File: config.mk
export PLATFORM = sky130hd
export DESIGN_NAME = turtle_contact_detector_flat
export DESIGN_NICKNAME = d
export VERILOG_FILES = /design/src/rtl/turtle_contact_detector_if.sv /design/src/rtl/turtle_contact_detector.sv /design/src/flat_wrapper.sv
export SDC_FILE = /design/constraint.sdc
export NUM_CORES = 1
export LEC_CHECK = 0
export CAP_MARGIN = 20
export CORE_ASPECT_RATIO = 2
export CORE_MARGIN = 10
export CORE_UTILIZATION = 40
export DETAILED_ROUTE_END_ITERATION = 10
export MAX_ROUTING_LAYER = met4
export PLACE_DENSITY = 0.67
export SLEW_MARGIN = 20
export SYNTH_ARGS = -nofsm -noshare
export SYNTH_HDL_FRONTEND = slang
export SYNTH_SLANG_ARGS = --single-unit
export TNS_END_PERCENT = 5
File: constraint.sdc
create_clock -name clk -period 4.85 [get_ports clk]
set_input_delay 0.485 -clock clk [delete_from_list [all_inputs] [get_ports clk]]
set_output_delay 0.485 -clock clk [all_outputs]
set_load 0.1 [all_outputs]
File: src/rtl/turtle_contact_detector_if.sv
// Bundle between the Mario/turtle position sources and the contact detector.
// Carries the per-frame sample inputs and the four one-cycle outcome pulses.
// master drives positions and flags; slave (the detector) drives the pulses.
interface turtle_contact_detector_if;
  logic        frame_tick;
  logic [10:0] mario_x;
  logic [10:0] mario_y;
  logic        mario_falling;
  logic [10:0] turtle_w;
  logic [10:0] turtle_h;
  logic        turtle_active;
  logic        turtle_shell;
  logic        turtle_shell_moving;
  logic        press_impulse;
  logic        collapsion_impulse;
  logic        mario_bounce;
  logic        mario_hurt;

  modport master (
    output frame_tick, mario_x, mario_y, mario_falling,
           turtle_w, turtle_h, turtle_active, turtle_shell, turtle_shell_moving,
    input  press_impulse, collapsion_impulse, mario_bounce, mario_hurt
  );

  modport slave (
    input  frame_tick, mario_x, mario_y, mario_falling,
           turtle_w, turtle_h, turtle_active, turtle_shell, turtle_shell_moving,
    output press_impulse, collapsion_impulse, mario_bounce, mario_hurt
  );
endinterface

File: src/rtl/turtle_contact_detector.sv
// Per-frame Mario/turtle box contact detector producing stomp/kick/hurt/bounce pulses.
// Latency: 1 clk from the sampling frame_tick to the registered output pulse.
// No backpressure: pulses are fire-and-forget; a cooldown/contact FSM makes one contact yield one event.
module turtle_contact_detector #(
  parameter int MARIO_W      = 16,
  parameter int MARIO_H      = 16,
  parameter int TURTLE_W     = 16,
  parameter int TURTLE_H     = 24,
  parameter int STOMP_MARGIN = 6,
  parameter int COOLDOWN     = 8
) (
  input  logic                         clk,
  input  logic                         rstn,   // active-high synchronous reset
  turtle_contact_detector_if.slave     bus
);

  typedef enum logic [1:0] {
    S_IDLE     = 2'd0,
    S_COOLDOWN = 2'd1,
    S_CONTACT  = 2'd2
  } state_t;

  state_t      r_state, w_state_nxt;
  logic [3:0]  r_cnt, w_cnt_nxt;
  logic        r_press, r_coll, r_bounce, r_hurt;
  logic        w_press_nxt, w_coll_nxt, w_bounce_nxt, w_hurt_nxt;

  // 12-bit sums so boxes near the 2047 screen limit never wrap
  logic [11:0] w_mario_x, w_mario_y, w_turtle_x, w_turtle_y;
  logic [11:0] w_mario_r, w_mario_b, w_turtle_r, w_turtle_b, w_stomp_lim;
  logic        w_overlap, w_stomp;

  assign w_mario_x   = {1'b0, bus.mario_x};
  assign w_mario_y   = {1'b0, bus.mario_y};
  assign w_turtle_x  = {1'b0, bus.turtle_w};
  assign w_turtle_y  = {1'b0, bus.turtle_h};
  assign w_mario_r   = w_mario_x  + 12'(MARIO_W);
  assign w_mario_b   = w_mario_y  + 12'(MARIO_H);
  assign w_turtle_r  = w_turtle_x + 12'(TURTLE_W);
  assign w_turtle_b  = w_turtle_y + 12'(TURTLE_H);
  assign w_stomp_lim = w_turtle_y + 12'(STOMP_MARGIN);

  // Strict comparisons: boxes that only share an edge do not touch
  assign w_overlap = (w_mario_x < w_turtle_r) && (w_turtle_x < w_mario_r) &&
                     (w_mario_y < w_turtle_b) && (w_turtle_y < w_mario_b);
  assign w_stomp   = bus.mario_falling && (w_mario_b <= w_stomp_lim);

  // Next-state, counter and pulse decode; everything only moves on frame_tick
  always_comb begin
    w_state_nxt  = r_state;
    w_cnt_nxt    = r_cnt;
    w_press_nxt  = 1'b0;
    w_coll_nxt   = 1'b0;
    w_bounce_nxt = 1'b0;
    w_hurt_nxt   = 1'b0;
    if (bus.frame_tick) begin
      if (!bus.turtle_active) begin
        w_state_nxt = S_IDLE;
        w_cnt_nxt   = 4'd0;
      end else begin
        case (r_state)
          S_IDLE: begin
            if (w_overlap) begin
              w_state_nxt = S_COOLDOWN;
              w_cnt_nxt   = 4'(COOLDOWN);
              if (w_stomp) begin
                w_press_nxt  = 1'b1;
                w_bounce_nxt = 1'b1;
              end else if (bus.turtle_shell && !bus.turtle_shell_moving) begin
                w_coll_nxt   = 1'b1;
              end else begin
                w_hurt_nxt   = 1'b1;
              end
            end
          end
          S_COOLDOWN: begin
            // The tick that brings the counter to zero also decides where to go
            if (r_cnt <= 4'd1) begin
              w_cnt_nxt   = 4'd0;
              w_state_nxt = w_overlap ? S_CONTACT : S_IDLE;
            end else begin
              w_cnt_nxt   = r_cnt - 4'd1;
            end
          end
          S_CONTACT: begin
            if (!w_overlap) w_state_nxt = S_IDLE;
          end
          default: begin
            w_state_nxt = S_IDLE;
            w_cnt_nxt   = 4'd0;
          end
        endcase
      end
    end
  end

  // State, counter and output pulse registers; reset wins over a coincident tick
  always_ff @(posedge clk) begin
    if (rstn) begin
      r_state  <= S_IDLE;
      r_cnt    <= 4'd0;
      r_press  <= 1'b0;
      r_coll   <= 1'b0;
      r_bounce <= 1'b0;
      r_hurt   <= 1'b0;
    end else begin
      r_state  <= w_state_nxt;
      r_cnt    <= w_cnt_nxt;
      r_press  <= w_press_nxt;
      r_coll   <= w_coll_nxt;
      r_bounce <= w_bounce_nxt;
      r_hurt   <= w_hurt_nxt;
    end
  end

  assign bus.press_impulse      = r_press;
  assign bus.collapsion_impulse = r_coll;
  assign bus.mario_bounce       = r_bounce;
  assign bus.mario_hurt         = r_hurt;

endmodule

File: src/flat_wrapper.sv
// flat-port wrapper written by rule: the top's interface ports become plain ports
module turtle_contact_detector_flat 
#(
  parameter int MARIO_W      = 16,
  parameter int MARIO_H      = 16,
  parameter int TURTLE_W     = 16,
  parameter int TURTLE_H     = 24,
  parameter int STOMP_MARGIN = 6,
  parameter int COOLDOWN     = 8
)
  (clk, rstn, bus_frame_tick, bus_mario_x, bus_mario_y, bus_mario_falling, bus_turtle_w, bus_turtle_h, bus_turtle_active, bus_turtle_shell, bus_turtle_shell_moving, bus_press_impulse, bus_collapsion_impulse, bus_mario_bounce, bus_mario_hurt);
  turtle_contact_detector_if bus_i ();
  input  logic clk;
  input  logic rstn;
  input wire logic [$bits(bus_i.frame_tick)-1:0] bus_frame_tick;
  input wire logic [$bits(bus_i.mario_x)-1:0] bus_mario_x;
  input wire logic [$bits(bus_i.mario_y)-1:0] bus_mario_y;
  input wire logic [$bits(bus_i.mario_falling)-1:0] bus_mario_falling;
  input wire logic [$bits(bus_i.turtle_w)-1:0] bus_turtle_w;
  input wire logic [$bits(bus_i.turtle_h)-1:0] bus_turtle_h;
  input wire logic [$bits(bus_i.turtle_active)-1:0] bus_turtle_active;
  input wire logic [$bits(bus_i.turtle_shell)-1:0] bus_turtle_shell;
  input wire logic [$bits(bus_i.turtle_shell_moving)-1:0] bus_turtle_shell_moving;
  output wire logic [$bits(bus_i.press_impulse)-1:0] bus_press_impulse;
  output wire logic [$bits(bus_i.collapsion_impulse)-1:0] bus_collapsion_impulse;
  output wire logic [$bits(bus_i.mario_bounce)-1:0] bus_mario_bounce;
  output wire logic [$bits(bus_i.mario_hurt)-1:0] bus_mario_hurt;
  assign bus_i.frame_tick = bus_frame_tick;
  assign bus_i.mario_x = bus_mario_x;
  assign bus_i.mario_y = bus_mario_y;
  assign bus_i.mario_falling = bus_mario_falling;
  assign bus_i.turtle_w = bus_turtle_w;
  assign bus_i.turtle_h = bus_turtle_h;
  assign bus_i.turtle_active = bus_turtle_active;
  assign bus_i.turtle_shell = bus_turtle_shell;
  assign bus_i.turtle_shell_moving = bus_turtle_shell_moving;
  assign bus_press_impulse = bus_i.press_impulse;
  assign bus_collapsion_impulse = bus_i.collapsion_impulse;
  assign bus_mario_bounce = bus_i.mario_bounce;
  assign bus_mario_hurt = bus_i.mario_hurt;
  turtle_contact_detector #(.MARIO_W(MARIO_W), .MARIO_H(MARIO_H), .TURTLE_W(TURTLE_W), .TURTLE_H(TURTLE_H), .STOMP_MARGIN(STOMP_MARGIN), .COOLDOWN(COOLDOWN)) u_core (.clk(clk), .rstn(rstn), .bus(bus_i));
endmodule
== Yosys cells after proc, flatten, opt, wreduce, memory -nomap -nowiden ==
Cells that the tools add are included.
W data, S select, Z words.
Storage, ports and cells
  flip-flop bits (word level): 9
  word-level logic and storage cells: 51
  output and inout port bits: 4
  input port bits: 51
Cells by class
  muxes and demuxes: 13
  bitwise operators: 4
  reduce and logical (&&, ||, !) cells: 11
  $add $sub $neg: 6
  $lt $le $gt $ge: 6
  eq/ne operators: 6
Operator list (count)
  $add A11 B5 Y12 const B: 4
  $lt A11 B12 Y1: 4
  $add A11 B3 Y12 const B: 1
  $le A12 B12 Y1: 1
  $mux W4: 3
  $pmux W4 S3: 1
  $mux W2: 5
  $ne A3 B2 Y1 const B: 2
  $pmux W2 S3: 1
  $reduce_or A6 Y1: 1
  $logic_and A1 B1 Y1: 5
  $reduce_or A5 Y1: 1
  $le A4 B1 Y1 const B: 1
  $not A1 Y1: 4
  $reduce_and A4 Y1: 1
  $sub A4 B1 Y4 const B: 1
  $mux W1: 3
  $ne A3 B3 Y1 const B: 1
  $reduce_and A3 Y1: 1
  $eq A2 B1 Y1 const B: 1
  $eq A2 B2 Y1 const B: 1
  $logic_not A2 Y1: 1
  $ne A2 B2 Y1 const B: 1
  $logic_not A1 Y1: 1

== Depth between registers and ports, before layout ==
Gate-level depths: netlist of run 1.
  depth in word-level cells: 9
  depth in mapped cells: 13
  depth with buffers taken out: 13

== Worst setup path before layout of run 1 ==
Ideal clock, no wire load.
  path type: input -> register
  start point: input port bus_mario_y[8]
  end point: register u_core.r_hurt (netlist: u_core.bus.mario_hurt)
  required time: 4763 ps
  data arrival time: 2454 ps
  buffers on the path: 0
  stages on the path: 11
  setup slack: 2308 ps
  setup time: 87 ps
  cells stage by stage: and3_1 and3_1 xor2_1 inv_1 ha_1 a21o_1 a21oi_1 o221ai_1 nor4_4 nand3_2 nor4b_2
Between the ends
  longest elaborated chain between the ends: 5
  elaborated cells on any way between the ends: 9
  classes of those cells: 1 x add/sub; 3 x order compare; 1 x bitwise; 4 x reduce/logical
RTL lines
  start, declared: RTL line flat_wrapper.sv:17  | input wire logic [$bits(bus_i.mario_y)-1:0] bus_mario_y;
  $add A11 B5 Y12 or $lt A11 B12 Y1 (tied branches): RTL line turtle_contact_detector.sv:38, turtle_contact_detector.sv:45
  $lt A11 B12 Y1 or $logic_and A1 B1 Y1 (tied branches): RTL line turtle_contact_detector.sv:45, turtle_contact_detector.sv:44
  $logic_and A1 B1 Y1: RTL line turtle_contact_detector.sv:45  | (w_mario_y < w_turtle_b) && (w_turtle_y < w_mario_b);
  $not A1 Y1 (no source line)
  $reduce_or A6 Y1 (no source line) *
  end signal, assigned: RTL line turtle_contact_detector.sv:112  | r_hurt <= w_hurt_nxt;
  end, declared: RTL line turtle_contact_detector.sv:25  | logic r_press, r_coll, r_bounce, r_hurt;
Every way passes the cells marked *; elsewhere a longest branch is shown, timed or not.
A chain may end at the register's enable or synchronous reset.

== Worst setup path in the final report of run 1 ==
  start point: input port bus_turtle_h[3]
  end point: register u_core.r_bounce (netlist: u_core.bus.mario_bounce)
Between the ends
  longest elaborated chain between the ends: 6
  elaborated cells on any way between the ends: 11
  classes of those cells: 2 x add/sub; 3 x order compare; 1 x mux; 1 x bitwise; 4 x reduce/logical
RTL lines
  start, declared: RTL line flat_wrapper.sv:20  | input wire logic [$bits(bus_i.turtle_h)-1:0] bus_turtle_h;
  $add A11 B5 Y12: RTL line turtle_contact_detector.sv:40  | assign w_turtle_b = w_turtle_y + 12'(TURTLE_H);
  $lt A11 B12 Y1: RTL line turtle_contact_detector.sv:45
  $logic_and A1 B1 Y1: RTL line turtle_contact_detector.sv:44  | assign w_overlap = (w_mario_x < w_turtle_r) && (w_turtle_x < w_mario_r) &&
  $logic_and A1 B1 Y1: RTL line turtle_contact_detector.sv:45
  $not A1 Y1 (no source line)
  $reduce_or A5 Y1 (no source line)
  end signal, assigned: RTL line turtle_contact_detector.sv:111  | r_bounce <= w_bounce_nxt;
  end, declared: RTL line turtle_contact_detector.sv:25
Several ways; a longest one is shown, not always the timed one.

==> results of run 1 <==
## tightest hold or removal path, delay by kind of cell, from the launching register on
kind | cells | cell delay (ns)
compound gates | 1 | 0.09
flops | 1 | 0.30
buf+inv | 1 | 0.11
## power by group through the flow
stage	Clock [mW]	Sequential, mW	Combinational [mW]
2_1_floorplan	0	0.0795	0.135
3_3_place_gp	0	0.0784	0.226
3_5_place_dp	0	0.0784	0.231
4_1_cts	0.149	0.0773	0.232
5_1_grt	0.153	0.0775	0.260
6_report	0.147	0.0773	0.230
## flip-flops by register name (all words and copies together), names as in the netlist
register and flops:
u_core.r_state 2, u_core.bus.mario_hurt 1, u_core.bus.mario_bounce 1, u_core.bus.collapsion_impulse 1, u_core.r_cnt 4
## layer usage
metal | up-vias | wire [µm] | track usage (%)
met1 | 1087 | 2400 | 13.3
met3 | 19 | 251 | 1.86
li1 | 1190 | - | -
met4 | 0 | 229 | 5.95
met5 | - | 0 | -
met2 | 65 | 3710 | 27.2
## cells in the mapped netlist (all sizes together) (2+ instances only)
master,number
nor3,7
nand2b,2
dfxtp,9
ha,60
inv,29
a31oi,2
o21ai,16
clkbuf,3
o211ai,5
nor2b,10
xor2,19
o41ai,2
xnor2,11
nor2,15
and3,9
buf,3
nand2,15
a211oi,3
nor4,3
nor4bb,2
a21oi,25
nand3,19
nand4,12
a21o,4
o2111ai,2
## layout make-up
type / count / area [µm²] / area share [%]
multi-input combinational: 255 / 1970 / 66.7
sequential: 9 / 180 / 6.09
tap: 61 / 76.3 / 2.58
inverter: 29 / 109 / 3.68
timing repair buffer: 54 / 541 / 18.3
clock buffer: 4 / 78.8 / 2.66
## stage by stage
stage	instance area (µm²)	setup WS, ns
2_1_floorplan	2290	2.31
3_3_place_gp	2880	1.20
3_5_place_dp	2880	1.09
4_1_cts	2960	1.32
5_1_grt	2960	0.986
6_report	2960	1.34
## kinds of logic (layout without fill, tap and decap cells)
group / after synthesis / after routing
DFF: 9 / 9
adders and majority gates: 60 / 60
xor gates and xnor gates: 30 / 30
buffers and inverters: 35 / 87
AOI/OAI and AO/OA: 66 / 66
and+or+nand+nor: 99 / 99
## worst paths after layout
| path | endpoint | cells past startpoint | from | slack, ns |
|---|---|---|---|---|
| min | u_core.r_cnt[1]$_SDFFE_PP0P_ | 2 | u_core.r_cnt[1]$_SDFFE_PP0P_ | 0.55 |
| min reg2reg | u_core.r_cnt[1]$_SDFFE_PP0P_ | 2 | u_core.r_cnt[1]$_SDFFE_PP0P_ | 0.55 |
| max reg2reg | u_core.r_cnt[2]$_SDFFE_PP0P_ | 7 | u_core.r_cnt[0]$_SDFFE_PP0P_ | 2.93 |
| max | u_core.bus.mario_bounce$_SDFF_PP0_ | 13 | bus_turtle_h[3] | 1.34 |
==> results by stage, run 1 <==
Status:
- The flow ran to the end, and the final reports show no timing, DRC or antenna violations.

Timing:
- Hold timing on the final database bottoms out at a slack of 0.546 ns.
- The portion of the clock cycle consumed by the worst path in the final layout is 72.4%.
- Measured against its own limit, the worst slew margin works out to 33.6%.
- The number of failing setup endpoints in the final timing report is 0.
- Setup repair after global routing left no endpoint under its margin.
- The number of pins exceeding their max-slew limit in the final report is 0.
- The maximum frequency from static timing analysis is 285 MHz.
- Between clock sinks in the finished design, the worst skew comes to slightly below 0.003 ns.
- The clock period minus final worst setup slack is 3.51 ns.
- Adding up every negative setup slack in the final design gives 0 ns.
- At the pin with the least slew margin, the transition time is 0.993 ns.
- The final hold violation count is 0.

Logic synthesis:
- The share of flip-flops with an asynchronous set or reset after synthesis is 0%.
- In the synthesized netlist, the number of instances is 299.
- The synthesized netlist devotes 11.5% of its cell area to XOR and XNOR gates.
- During synthesis, Yosys emitted a total of 0 warnings.
- Counting distinct cell types in the post-synthesis netlist gives 42.
- The total nets after synthesis is 410.
- By area the synthesized netlist is led by sky130_fd_sc_hd__ha_1, sky130_fd_sc_hd__dfxtp_1, sky130_fd_sc_hd__xor2_1, sky130_fd_sc_hd__a21oi_1, sky130_fd_sc_hd__inv_1.
- Summing the areas of all compound-gate instances in the mapped netlist gives 17.6% of the synthesized area.
- The most used flip-flop cell after synthesis is sky130_fd_sc_hd__dfxtp_1.
- The cell taking the most area after synthesis is sky130_fd_sc_hd__ha_1.
- Each instance of the synthesized netlist takes up on average 7.67 µm².
- Summing the areas of all and, or, nand and nor instances in the mapped netlist gives between 20% and 30% of the synthesized area.
- After synthesis, the share of cell area in mux cells is 0%.
- Synthesis inferred 9 register bits.
- The share of the Yosys chip area taken by registers is 7.86%.
- In this run the cell area of the synthesized design comes to 2290 µm².
- Yosys mapped a number of flops with a built-in enable equal to 0.
- By area, the combinational part of the netlist is dominated by adder cells.
- The post-synthesis share of cell area spent on full adders, half adders and majority gates is 32.8%.
- After synthesis, the largest area contributor takes up 32.8% of total cell area.

Route:
- The detail route stage leaves a number of antenna-violating nets equal to 0.
- Dividing the detail-routed wire length by the instance count gives 16.0 µm.
- For this block, the via count after detailed routing is 2361.
- Using the TritonRoute via totals, the vias-per-cell ratio works out to 5.73.
- The detailed router finished its first iteration with 149 violations.
- After detailed routing, the number of remaining DRC violations is 0.
- The number of iterations in the first detailed-routing pass is 4.
- The total length of routed wires is 6580 µm.

Power:
- In this run the power spent charging and discharging nets is 0.159 mW.
- The power density of the placed cells is 153 nW/µm².
- The highest ir drop seen on vdd is roughly 200 µV.
- The leakage dissipation is 1.31 nW.
- Combinational logic burns 50.5% of the power.
- The final total power is approximately 0.45 mW.
- The internal power of the cells totals 0.295 mW.
- The clock share of power is 32.4%.
- The fraction of power consumed by sequential logic is 17.0%.
- Net switching is 35.0% of the power.

Floorplan:
- In this run the standard cell core region covers around 5700 µm².
- The floorplan step defined a die boundary enclosing 9340 µm².
- The width of the die is approximately 74 µm.
- The count of standard-cell rows is 39.
- The floorplan die height is 127 µm.
- The top-level I/O count is 55.
- The initial utilization of the core area, before any placement, comes to between 40% and 50%.

Global routing:
- Entering global routing, the biggest net connects 13 pins.
- The sum of overflow across all layers after global routing is 0.
- The number of antenna violations at the first check in global routing is 0.
- The number of global-route vias before repair is approximately 2.5k.
- The first-pass GRT wire length is 10900 µm.
- Across every metal layer, demand over resource in global routing totals 14.3%.

Setup path:
- The kind of cell with the highest combined delay along the critical path is simple AND/OR/NAND/NOR gates.
- The required time at the worst-slack endpoint is around 5 ns.
- In this run the worst path has a maximum fanout of 10.
- The worst path buffer plus inverter count is 1.
- The kind of start point of the critical path is an input port.
- The library cell appearing most often on the critical path is sky130_fd_sc_hd__o21ai_0.
- The signal on the critical path passes through clkdlybuf4s50_1 -> ha_1 -> nor2b_1 -> nand2_1 -> xor2_1 -> ha_1 -> a21oi_1 -> nor2b_1 -> o21ai_0 -> nor4bb_1 -> o21ai_0 -> o21ai_0 -> nor3b_1.
- The type of destination of the critical path is a register.
- The worst setup path is of the input port to register kind.
- The largest incremental delay on the critical path is 0.73 ns.
- The slowest stage cell on the critical path is sky130_fd_sc_hd__clkdlybuf4s50_1.
- The critical path arrival is about 3.7 ns.

Place:
- The cell count after placement is a little over 400.
- Detailed placement ended at an HPWL of a little under 6000 µm.
- The final estimated routing congestion in global placement is 0.861.
- Port buffering added 54 buffers.

Clock tree:
- TritonCTS built the clock tree.
- The number of resized instances in the post-cts repair step is 0.
- In this run the number of H-tree levels came out at 1.
- After clock tree synthesis, the setup repair step added 0 buffers.
- The root buffer cell chosen for the clock tree is sky130_fd_sc_hd__clkbuf_16.
- The worst-case clock buffer depth is 2.
- The later pin in the worst-skew pair is clocked with a latency of 0.24 ns.
- The number of hold buffers added after CTS was 0.
- The number of clock buffers added by TritonCTS is 3.
- Clock-pin slew was measured on the worst setup and hold paths at approximately 0.04 ns.
- The tree built by TritonCTS fans out to 9 sinks.

Final layout:
- Leaving out fill and tap cells, the most frequent cell in the layout is sky130_fd_sc_hd__ha_1.
- The top cell types in the final layout, fill and taps aside, are sky130_fd_sc_hd__ha_1, sky130_fd_sc_hd__clkdlybuf4s50_1, sky130_fd_sc_hd__inv_1.
- 0 antenna diodes ended up in the layout.
- Relative to the synthesized area, the layout overhead comes to 29.1%.
- After filler insertion, the fill cell instance count of the layout stands at 568.
- Once layout is complete, the cells apart from fillers number 412.
- Cells fill 52.3% of the core in the end.
- After the last flow step, the layout net total stands at about 460.
- The post-route netlist has 2.28% of its cells at a drive strength greater than 1.

Min path:
- The type of the tightest min-delay check is register to register.

Flow run:
- Across the run, the number of max-cap violations was 0.
Power figures use the tool's default switching activity.
==> run 2: changes to the inputs <==
Settings changed: PLACE_DENSITY 0.67 to 0.69.
Clock period 4.85 ns to 3.1 ns, I/O delays scaled along.
==> results by stage, run 2 (synthesis gave the netlist of run 1 again) <==
Setup path:
- The kind of start point of the critical path is an input port (unchanged).
- The required time at the worst-slack endpoint is 3.21 ns (was 5.00 ns).
- The critical path arrival is 3.04 ns (was 3.66 ns).
- The type of destination of the critical path is a register (unchanged).
- The maximum fanout along the worst path came to 4 (was 10).
- The critical setup path kind is input port to register (unchanged).

Power:
- The share of total power in combinational logic is 53.3% (was 50.5%).
- The fraction of power consumed by sequential logic is 15.9% (was 17.0%).
- The cell internal power dissipation was 0.491 mW (was 0.295 mW).
- The clock share of power is 30.7% (was 32.4%).
- The switching share of power is 35.3% (was 35.0%).
- The power spent charging and discharging nets is 0.268 mW (was 0.159 mW).
- The leakage dissipation is 1.45 nW (was 1.31 nW).
- The power density of the placed cells is 237 nW/µm² (was 153 nW/µm²).
- The highest ir drop seen on vdd is 440 µV (was 199 µV).

Clock tree:
- The CTS tree is done (unchanged).
- The hold buffer count at cts is 0 (unchanged).
- The number of buffers created by CTS came to 3 (unchanged).
- The clock insertion delay at the later pin of the skew report was 0.24 ns (about the same).
- The worst-case clock buffer depth is 2 (unchanged).
- The number of setup buffers added after CTS is 0 (unchanged).
- The H-tree depth is 1 (unchanged).
- The clock slew seen by the registers of the worst setup and hold paths is 0.04 ns (about the same).
- The total clock sinks came to 9 (unchanged).
- The cell at the root of the clock tree is sky130_fd_sc_hd__clkbuf_16 (unchanged).
- The number of resized instances in the post-cts repair step came to 0 (unchanged).

Route:
- The total via count after detailed routing was 2490 (was 2361).
- The number of remaining DRC errors is 0 (unchanged).
- The total length of routed wires is 7320 µm (was 6580 µm).
- The number of routed nets with antenna violations was 0 (unchanged).
- The ratio of routed vias to standard cells was 5.66 (was 5.73).
- The DRC violation total after the first TritonRoute iteration is 106 (was 149).
- The number of iterations in the first detailed-routing pass came to 4 (unchanged).
- The average wire per cell in the routed design is 16.6 µm (was 16.0 µm).

Timing:
- The slew at the pin with the worst max-slew slack is 0.969 ns (was 0.993 ns).
- The largest clock skew in the final design is 0.00376 ns (was 0.00295 ns).
- The headroom to the max-slew limit is 35.2% (was 33.6%).
- The final hold violation count came to 0 (unchanged).
- Dividing the final minimum period by the clock period gives 94.7%.
- The number of failing setup endpoints in the final timing report is 0 (unchanged).
- Based on the critical path, the design can be clocked at up to roughly 340 MHz.
- The clock period minus final worst setup slack is approximately 2.9 ns.
- The worst-case setup margin in the final layout is 0.166 ns (was 1.34 ns).
- The number of pins exceeding their max-slew limit in the final report is 0 (unchanged).
- Unrepaired setup endpoints after global routing: yes (was no).

Floorplan:
- The effective utilization at floorplan is 40.5% (unchanged).
- The die footprint is 9340 µm² (unchanged).
- The floorplan die height came to 127 µm (unchanged).
- The count of standard-cell rows is 39 (unchanged).
- The top-level I/O count is 55 (unchanged).
- The core area is 5660 µm² (unchanged).
- The width of the die is 73.5 µm (unchanged).

Place:
- The cell area reported after detailed placement was 3090 µm² (was 2880 µm²).
- The number of buffers inserted by port buffering came to 54 (unchanged).
- The cell count after placement is 436 (was 408).
- The worst setup slack after placement is -0.0397 ns (was 1.09 ns).
- The detailed placer's ending HPWL is 6560 µm (was 5850 µm).
- The final estimated routing congestion in global placement is 0.943 (was 0.861).

Global routing:
- The highest-utilization routing layer at the global route stage is met2 (unchanged).
- The global-route track usage on met1 was 13.2% (was 13.3%).
- The pin count of the biggest net entering global routing is 13 (unchanged).
- The first-pass GRT wire length is 12000 µm (was 10900 µm).
- The met2 layer usage reported by global route is 31.9% (was 27.2%).
- The number of global-route vias before repair came to 2683 (was 2503).
- The met3 global-route usage is 2.02% (was 1.86%).
- The total routing resource utilization after global routing was 16.2% (was 14.3%).
- The sum of overflow across all layers after global routing came to 0 (unchanged).
- The number of antenna violations at the first check in global routing is 0 (unchanged).

Final layout:
- The post-layout utilization of the core was 56.6% (was 52.3%).
- The post-route cell area is 3200 µm² (was 2960 µm²).
- The proportion of layout cells with a drive suffix above 1 is 11.1% (was 2.28%).
- The filler-free cell count of the finished design was 440 (was 412).
- The number of flip-flops under the largest register name came to 4 (unchanged).
- The layout overhead on the synthesized area is 39.7% (was 29.1%).
- The layout net count was 491 (was 463).
- Highest-count cells in the layout ignoring fill and taps: sky130_fd_sc_hd__ha_1, sky130_fd_sc_hd__clkdlybuf4s50_1, sky130_fd_sc_hd__inv_1 (unchanged).
- The register with the most flip-flops was u_core.r_cnt (unchanged).
- Largest registers in the final layout: u_core.r_cnt: 4 flops, u_core.r_state: 2 flops (unchanged).
- The total of fill cells in the finished design was 540 (was 568).
- The antenna cell count was 0 (unchanged).
- The most common library cell in the layout ignoring fill and taps was sky130_fd_sc_hd__ha_1 (unchanged).

Min path:
- The type of the tightest min-delay check was register to register (unchanged).

Status:
- Run status: completed (unchanged).

Flow run:
- The max capacitance violation total is 0 (unchanged).
==> run 2: power groups by stage <==
stage	Clock, mW	Combinational (mW)	Sequential, mW
2_1_floorplan	0	0.211	0.124
3_3_place_gp	0	0.389	0.123
3_5_place_dp	0	0.398	0.123
4_1_cts	0.235	0.400	0.121
5_1_grt	0.243	0.453	0.121
6_report	0.233	0.405	0.121
==> run 2: final timing paths <==
path | from | end | slack (ns) | depth (start not counted)
worst max-delay path | bus_mario_y[8] | u_core.r_cnt[1]$_SDFFE_PP0P_ | 0.17 | 13
worst min register to register | u_core.r_cnt[2]$_SDFFE_PP0P_ | u_core.r_cnt[2]$_SDFFE_PP0P_ | 0.54 | 2
worst min-delay path | u_core.r_cnt[2]$_SDFFE_PP0P_ | u_core.r_cnt[2]$_SDFFE_PP0P_ | 0.54 | 2
worst max register to register | u_core.r_cnt[0]$_SDFFE_PP0P_ | u_core.r_cnt[2]$_SDFFE_PP0P_ | 1.18 | 7
==> run 2: metal layers <==
layer | part of all wire (%) | vias to the layer above
li1 | - | 1248
met1 | 33 | 1134
met2 | 57 | 82
met3 | 3.8 | 26
met4 | 6.0 | 0
met5 | 0 | -
==> run 2: cell type report <==
class	instances	area, µm²	share of cell area (%)
Multi-Input combinational cell	255	2000	62.6
Timing Repair Buffer	82	753	23.5
Sequential cell	9	180	5.63
Inverter	29	109	3.40
Clock buffer	4	78.8	2.46
Tap cell	61	76.3	2.38
==> run 2: worst max-delay path: stages <==
cell	delay, ns
sky130_fd_sc_hd__clkdlybuf4s50_1	0.52
sky130_fd_sc_hd__and3_4	0.22
sky130_fd_sc_hd__and3_1	0.20
sky130_fd_sc_hd__xor2_2	0.16
sky130_fd_sc_hd__inv_1	0.06
sky130_fd_sc_hd__ha_1	0.29
sky130_fd_sc_hd__a21o_1	0.17
sky130_fd_sc_hd__a21oi_2	0.15
sky130_fd_sc_hd__o221ai_2	0.13
sky130_fd_sc_hd__nor4_4	0.39
sky130_fd_sc_hd__buf_4	0.19
sky130_fd_sc_hd__and3_1	0.17
sky130_fd_sc_hd__o41ai_1	0.07
==> run 2: stage by stage <==
step	hold slack (ns)	TNS (ns)	power [mW]
detailed placement	0.532	-0.137	0.520
global placement	0.531	0	0.512
global route	0.603	-0.0467	0.817
floorplan	0.481	0	0.335
finish	0.537	0	0.759
CTS	0.541	0	0.756
==> run 3: changes to the inputs <==
Settings changed: CAP_MARGIN 20 to 30.
==> results of run 3 <==
No change in the layout: final DEF, timing and power equal those of run 2.
